### src/rtl/hidden_delta_scheduler.sv
// Hidden-layer back-propagation controller: one shared signed multiplier walks
// delta1[k]*w[k][j] per hidden neuron, then scales by sigmoid-prime and saturates.
module hidden_delta_scheduler #(
    parameter int N_HID = 5,
    parameter int N_OUT = 3,
    parameter int DW    = 10,
    parameter int SCALE = 1000
) (
    input  logic                      clk,
    input  logic                      rst_n,
    input  logic                      start,
    input  logic                      abort,
    input  logic [N_OUT*DW-1:0]       delta1_in,
    input  logic [N_OUT*N_HID*DW-1:0] weight_in,
    input  logic [N_HID*DW-1:0]       sp_in,
    output logic                      busy,
    output logic                      done,
    output logic [N_HID*DW-1:0]       delta0_out
);

    localparam int PW  = 2 * DW;
    localparam int ACW = 2 * DW + 4;
    localparam int RW  = ACW + DW + 1;
    localparam int KW  = (N_OUT > 1) ? $clog2(N_OUT) : 1;
    localparam int JW  = (N_HID > 1) ? $clog2(N_HID) : 1;

    localparam logic [KW-1:0]        K_LAST  = KW'(N_OUT - 1);
    localparam logic [JW-1:0]        J_LAST  = JW'(N_HID - 1);
    localparam logic signed [RW-1:0] SCALE_S = RW'(SCALE);
    localparam logic signed [RW-1:0] MAX_S   = RW'(2 ** (DW - 1) - 1);
    localparam logic signed [RW-1:0] MIN_S   = RW'(-(2 ** (DW - 1)));

    typedef enum logic [1:0] {IDLE, MAC, SCL, FIN} state_t;

    state_t state, state_nx;

    logic signed [DW-1:0]  d1_r  [N_OUT];
    logic signed [DW-1:0]  w_r   [N_OUT][N_HID];
    logic        [DW-1:0]  sp_r  [N_HID];
    logic signed [DW-1:0]  res_w [N_HID];
    logic        [KW-1:0]  k;
    logic        [JW-1:0]  j;
    logic signed [ACW-1:0] acc;

    logic signed [PW-1:0]  prod;
    logic signed [ACW-1:0] acc_sum;
    logic signed [RW-1:0]  scaled;
    logic signed [RW-1:0]  quot;
    logic signed [DW-1:0]  sat;

    // Handshake: start is taken only in IDLE; busy spans the start edge up to the
    // edge that raises the single-cycle done pulse together with delta0_out.
    always_ff @(posedge clk or negedge rst_n) begin
        if (!rst_n) state <= IDLE;
        else        state <= state_nx;
    end

    always_comb begin
        state_nx = state;
        case (state)
            IDLE: if (start) state_nx = MAC;
            MAC: begin
                if (abort)            state_nx = IDLE;
                else if (k == K_LAST) state_nx = SCL;
            end
            SCL: begin
                if (abort)            state_nx = IDLE;
                else if (j == J_LAST) state_nx = FIN;
                else                  state_nx = MAC;
            end
            FIN:     state_nx = IDLE;
            default: state_nx = IDLE;
        endcase
    end

    // Division by the signed constant truncates toward zero, as required for negatives.
    always_comb begin
        prod    = PW'(d1_r[k]) * PW'(w_r[k][j]);
        acc_sum = acc + ACW'(prod);
        scaled  = RW'(acc) * RW'($signed({1'b0, sp_r[j]}));
        quot    = scaled / SCALE_S;
        if (quot > MAX_S)      sat = MAX_S[DW-1:0];
        else if (quot < MIN_S) sat = MIN_S[DW-1:0];
        else                   sat = quot[DW-1:0];
    end

    always_ff @(posedge clk or negedge rst_n) begin
        if (!rst_n) begin
            busy       <= 1'b0;
            done       <= 1'b0;
            delta0_out <= '0;
            k          <= '0;
            j          <= '0;
            acc        <= '0;
            for (int a = 0; a < N_OUT; a++) begin
                d1_r[a] <= '0;
                for (int b = 0; b < N_HID; b++) w_r[a][b] <= '0;
            end
            for (int b = 0; b < N_HID; b++) begin
                sp_r[b]  <= '0;
                res_w[b] <= '0;
            end
        end else begin
            done <= 1'b0;
            case (state)
                IDLE: begin
                    if (start) begin
                        for (int a = 0; a < N_OUT; a++) begin
                            d1_r[a] <= delta1_in[a*DW +: DW];
                            for (int b = 0; b < N_HID; b++)
                                w_r[a][b] <= weight_in[(a*N_HID + b)*DW +: DW];
                        end
                        for (int b = 0; b < N_HID; b++) sp_r[b] <= sp_in[b*DW +: DW];
                        k    <= '0;
                        j    <= '0;
                        acc  <= '0;
                        busy <= 1'b1;
                    end
                end
                MAC: begin
                    if (abort) begin
                        busy <= 1'b0;
                    end else begin
                        acc <= acc_sum;
                        k   <= k + KW'(1);
                    end
                end
                SCL: begin
                    if (abort) begin
                        busy <= 1'b0;
                    end else begin
                        res_w[j] <= sat;
                        acc      <= '0;
                        k        <= '0;
                        if (j != J_LAST) j <= j + JW'(1);
                    end
                end
                FIN: begin
                    for (int b = 0; b < N_HID; b++) delta0_out[b*DW +: DW] <= res_w[b];
                    done <= 1'b1;
                    busy <= 1'b0;
                end
                default: busy <= 1'b0;
            endcase
        end
    end

endmodule
### config.mk
export PLATFORM = sky130hd
export DESIGN_NAME = hidden_delta_scheduler
export DESIGN_NICKNAME = d
export VERILOG_FILES = /design/src/rtl/hidden_delta_scheduler.sv
export SDC_FILE = /design/constraint.sdc
export NUM_CORES = 2
export LEC_CHECK = 0
export ABC_AREA = 0
export CORE_MARGIN = 2
export CORE_UTILIZATION = 25
export DETAILED_ROUTE_END_ITERATION = 8
export SYNTH_ARGS = -nofsm -noshare
export SYNTH_HDL_FRONTEND = slang
export SYNTH_SLANG_ARGS = --single-unit
### constraint.sdc
create_clock -name clk -period 28.8 [get_ports clk]
set_input_delay 5.76 -clock clk [delete_from_list [all_inputs] [get_ports clk]]
set_output_delay 5.76 -clock clk [all_outputs]
set_load 0.005 [all_outputs]
-- After elaboration in Yosys (flattened, before gate mapping)
Cells that the tools add are included.
W data, S select, Z words.
- flip-flop bits (word level): 363
- latch bits: 0
- output and inout bits: 52
- memory bits (read-only): 0
- memories: 0
- bits in writable memories: 0
- logic and storage cells: 111
- div/mod/pow operators: 1
- $lt $le $gt $ge: 5
- reduce and logical (&&, ||, !) cells: 11
- muxes and demuxes: 39
- $add $sub $neg: 3
- bitwise logic cells: 3
- equal/unequal tests: 12
- shift-type cells: 0
- multiply operators: 2
- operators with widths (kind ; count):
    $bmux W50 S2 ; 1
    $mux W50 ; 2
    $mux W10 ; 9
    $mux W24 ; 3
    $pmux W24 S3 ; 1
    $bmux W10 S3 ; 2
    $bwmux W50 ; 1
    $div A35 B11 Y35 const B ; 1
    $gt A35 B10 Y1 const B ; 1
    $lt A35 B10 Y1 const B ; 1
    $mul A24 B11 Y35 ; 1
    $demux W10 S3 ; 1
    $add A24 B20 Y24 ; 1
    $bmux W10 S2 ; 1
    $mul A10 B10 Y20 ; 1
    $mux W2 ; 8
    $mux W3 ; 3
    $ne A2 B2 Y1 const B ; 4
    $pmux W2 S4 ; 1
    $reduce_and A2 Y1 ; 4
    $reduce_and A4 Y1 ; 2
    $eq A2 B2 Y1 const B ; 3
    $ne A3 B3 Y1 const B ; 2
    $pmux W2 S3 ; 1
    other kinds (19) ; 21

-- Longest topological paths before layout
- word-level depth: 11
- gate-level depth with buffers: 119
- mapped depth without buffers: 97

-- Worst setup path after synthesis
No wires, ideal clock.
- path kind: reg-to-reg
- start: reg j[1]
- end: reg res_w[22] (netlist name)
- cell stages (with the launch flop): 107
- period minus slack after synthesis: 27.428 ns
- slack: 1.372 ns
- data required time: 28.659 ns
- arrival: 27.287 ns
- cell sequence: dfrtp_1 > buf_1 > buf_1 > buf_1 > clkbuf_1 > mux4_2 > inv_1 > o21ai_1 > clkbuf_1 > nand2_1 > fa_1 > fa_1 > inv_1 > fa_1 > fa_1 > inv_1 > fa_1 > inv_1 > [71 not listed] > o31ai_4 > o31ai_1 > o311ai_1 > a21o_1 > buf_4 > nand2_1 > inv_1 > ha_1 > nand2_1 > nor2_1 > a21oi_1 > xnor2_1 > nand2_1 > or3b_2 > nor4_1 > a31oi_4 > a41oi_4 > a31oi_1
- word-level cells in the longest chain between the ends: 10
- ends and longest elaborated chain (element ; line ; text):
    start: declaration ; 42 ; logic [JW-1:0] j;
    start signal: assignment ; 135 ; if (j != J_LAST) j <= j + JW'(1);
    $not A3 Y4 (implied by the code) * ; 80, 132 ;
    $bmux W10 S3 ; 80 ; scaled = RW'(acc) * RW'($signed({1'b0, sp_r[j]}));
    $mux W10 (implied by the code) (2 in a row) ; 80 ;
    $mul A24 B11 Y35 ; 80 ;
    $div A35 B11 Y35 ; 81 ; quot = scaled / SCALE_S;
    $lt A35 B10 Y1 ; 83 ; else if (quot < MIN_S) sat = MIN_S[DW-1:0];
    $mux W10 ; 83 ;
    $mux W10 ; 82 ; if (quot > MAX_S) sat = MAX_S[DW-1:0];
    $bwmux W50 * ; 132 ; res_w[j] <= sat;
    end signal: indexed assignment ; 132 ;
    end: declaration ; 40 ; logic signed [DW-1:0] res_w [N_HID];
Every way passes the cells marked *; elsewhere a longest branch is shown, timed or not. The select of a mux whose other input is x is not followed.
A chain may end at the register's enable or synchronous reset.

-- Worst setup path in the final report
- start: reg j[0]
- end: reg res_w[12] (netlist name)
Same word-level chain as after synthesis.

==> out/qor.csv <==
stage,metric,value,unit
floorplanning,starting density of the core,25.2,%
outcome,status,finished clean,
floorplanning,row cnt,144,
worst_setup_path,reg2reg start,j[0]$_DFFE_PN0P_,
sta,Max Fclk,0.0366,GHz
worst_setup_path,CP dominant cell by count,buf_4,
worst_setup_path,CP arrival,27.74,ns
sta,worst slew pin tran,1.13,ns
final_layout,fin util,30.7,%
run,MaxCap Viol Count,0,
synthesis,Synth Warn #,0,
floorplanning,Die Y,399,µm
final_layout,Layout area overhead,21.7,%
cts,H-tree depth,2,
synthesis,register area share after synthesis,23.3,%
worst_setup_path,Setup crit end,res_w[12]$_DFFE_PN0P_,
worst_setup_path,Crit Path Max Fanout,24,
sta,setup ws final,1.47,ns
final_layout,post-route cell area,0.0474,mm²
drt,total wire length,115000,µm
drt,Detailed Routing Iterations Pass 1,5,
floorplanning,DIE WIDTH,399,µm
synthesis,syn_nets,4891,
drt,detailed router's first-iteration violation count,1906,
worst_setup_path,WS Path Type,reg -> reg,
drt,Via Count,32100,
cts,Num Clock Sinks,363,
synthesis,Syn Area/Cell,9.34,µm²
sta,fin crit period,27.33,ns
final_layout,layout cells sized above 1,17.8,%
floorplanning,IO Count,286,
final_layout,"most common cell after layout, fill and taps aside",inv_1,
cts,Clock Path Buffers,3,
final_layout,final cell count without fillers,6615,
worst_setup_path,Worst Setup SP,j[0]$_DFFE_PN0P_,
placement,placed cell count,6509,
drt,Post-route DRC,0,
cts,CTS Root Cell,clkbuf_16,
worst_setup_path,Critical Path RT,29.21,ns
synthesis,Synth area leaders,"dfrtp_1 (23%), fa_1 (17%), mux2_2 (8.7%)",
global_route,global-route wire length before repair,184000,µm
synthesis,cell area after synthesis,0.0390,mm²
worst_setup_path,RR Endpoint,res_w[12]$_DFFE_PN0P_,
placement,placed instance area,0.0452,mm²
synthesis,#FFs+latches synth,363,
cts,CTS Buf Count,38,
final_layout,most frequent cells in the layout,"inv_1 (442), nand2_1 (438), dfrtp_1 (360), fa_1 (332), mux2_2 (300)",
worst_setup_path,Worst R2R Setup Slack,1.47,ns
global_route,vias in the first global route,33100,
sta,"Slew Viols, Final",0,
sta,Final Cycle Share,94.9,%
worst_setup_path,Startpoint Class,register,
sta,Slew HR,24.6,%
synthesis,post-synthesis cell count,4173,
synthesis,synth unique cells,126,
placement,setup slack at placement,0.0668,ns
global_route,pin count of the biggest net entering global routing,92,
synthesis,top_reg_cell synth,dfrtp_1,
final_layout,NumNets Final,5253,
cts,clock slew at the register clock pins of the worst setup and hold paths,0.07,ns
global_route,Global Route Usage Sum,14.2,%
placement,GPL Wtd Cong,0.879,
global_route,"Remaining Overflow, GRT",0,
drt,Vias/cell,4.86,
placement,dpl hpwl,93600,µm
hold_path,HP Class,reg -> reg,
worst_setup_path,Reg2Reg Depth,106,
sta,Final Hold Vio Count,0,
placement,Port-buffer cells,285,
floorplanning,die area,0.159,mm²
cts,CTS tree,yes,
cts,Worst-Skew Late Latency,0.59,ns
worst_setup_path,slowest CP cell,or4_1,
sta,setup violators final,0,
worst_setup_path,Worst path max stage delay,0.58,ns
drt,Routed wire per std cell,17.5,µm
cts,hold buffer count at cts,0,
worst_setup_path,CP Capture Type,register,
sta,skew final,0.0384,ns
floorplanning,core area,0.154,mm²
synthesis,top cell type by total area after synthesis,dfrtp_1,
drt,Routed Antenna Nets,0,
synthesis,"EDFF count, synth",0,
synthesis,async set-or-reset flop fraction in the synthesized netlist,100,%
global_route,antenna violations before repair,14,
synthesis,top cell type's share of synthesized area,23.3,%
==> worst min-delay path by stage <==
stage	cells after the start	end	startpoint
2_1_floorplan	2	res_w[0]$_DFFE_PN0P_	res_w[0]$_DFFE_PN0P_
3_3_place_gp	2	res_w[41]$_DFFE_PN0P_	res_w[41]$_DFFE_PN0P_
3_5_place_dp	2	res_w[41]$_DFFE_PN0P_	res_w[41]$_DFFE_PN0P_
4_1_cts	2	res_w[41]$_DFFE_PN0P_	res_w[41]$_DFFE_PN0P_
5_1_grt	2	res_w[41]$_DFFE_PN0P_	res_w[41]$_DFFE_PN0P_
6_report	2	res_w[41]$_DFFE_PN0P_	res_w[41]$_DFFE_PN0P_
==> metrics by stage <==
step / setup TNS, ns / hold WS [ns]
after floorplan: 0 / 0.450
after detailed placement: 0 / 0.475
after CTS: 0 / 0.490
after global routing: -0.607 / 0.509
after global placement: 0 / 0.467
final: 0 / 0.490
==> cells in the mapped netlist (20+ instances only) <==
| library cell | number |
|---|---|
| or3_1 | 28 |
| clkbuf_1 | 133 |
| xnor2_1 | 121 |
| and2_1 | 68 |
| nand3_1 | 69 |
| dfrtp_1 | 363 |
| a21o_1 | 45 |
| and3_1 | 24 |
| o21ai_0 | 117 |
| fa_1 | 333 |
| nor3_1 | 61 |
| nand2_1 | 441 |
| nand4_1 | 31 |
| inv_1 | 442 |
| mux2i_1 | 83 |
| o21bai_1 | 20 |
| mux2_2 | 300 |
| a21oi_1 | 197 |
| nor2_1 | 211 |
| o21ai_1 | 67 |
| o211ai_1 | 35 |
| o21a_1 | 27 |
| a211oi_1 | 36 |
| nand2b_1 | 46 |
| a31oi_1 | 44 |
| a211o_1 | 22 |
| nor4_1 | 25 |
| xor2_1 | 45 |
| o31ai_1 | 21 |
| ha_1 | 151 |
| nor2b_1 | 110 |
==> flip-flops by register name, indices dropped and copies added (netlist names) <==
signal      flops
busy            1
sp_r           50
done            1
j               3
k               2
res_w          50
w_r           150
state           2
d1_r           30
delta0_out     50
acc            24
==> repair_timing <==
action                                  in CTS  in global routing
setup buffers                                0                 28
pin swaps                                    0                 25
cloned                                       0                  2
resized for setup                            1                100
hold endpoints to repair                     0                  0
endpoints found under the setup margin      22                 50
==> routing by layer <==
metal  global-route usage (%)  share of wire (%)  routed length, µm  vias up
met5                        0               0.13                152        -
met4                     3.81                2.7               3170       24
met3                     3.01                6.2               7120      180
met2                     24.5                 48              55200      809
met1                     17.9                 43              49800    15800
li1                         -                  -                  -    15300
==> critical path: cells and delay by family, from the launching register on <==
family | cells | cell delay (ns)
AOI/OAI and AO/OA | 52 | 12.05
and+or+nand+nor | 18 | 5.26
adders and majority gates | 9 | 3.63
buffers and inverters | 18 | 2.56
muxes | 6 | 2.38
xor gates and xnor gates | 3 | 0.69
DFF | 1 | 0.46
==> final cells by class <==
| type | instances | area, µm² |
|---|---|---|
| fillers | 16100 | 107000 |
| repair buffers | 500 | 4610 |
| clock inverters | 25 | 373 |
| clock buffers | 45 | 1010 |
| diodes | 6 | 15.0 |
| inverters | 444 | 1670 |
| multi-input cells | 3188 | 28100 |
| flip-flops and latches | 363 | 9090 |
| well taps | 2044 | 2560 |
==> kinds of logic after synthesis <==
| kind of cell | Yosys count | synth area share (%) |
|---|---|---|
| AO/OA/AOI/OAI | 913 | 17.0 |
| buffers and inverters | 622 | 6.15 |
| multiplexers | 410 | 12.2 |
| AND/OR/NAND/NOR | 1205 | 15.3 |
| adder cells (fa/ha/maj) | 490 | 22.1 |
| flip-flops | 363 | 23.3 |
| XOR/XNOR | 170 | 3.90 |
Power is left out: the tool's default activity adds up to more than one toggle a clock period on the data nets, which glitch-free logic cannot reach.
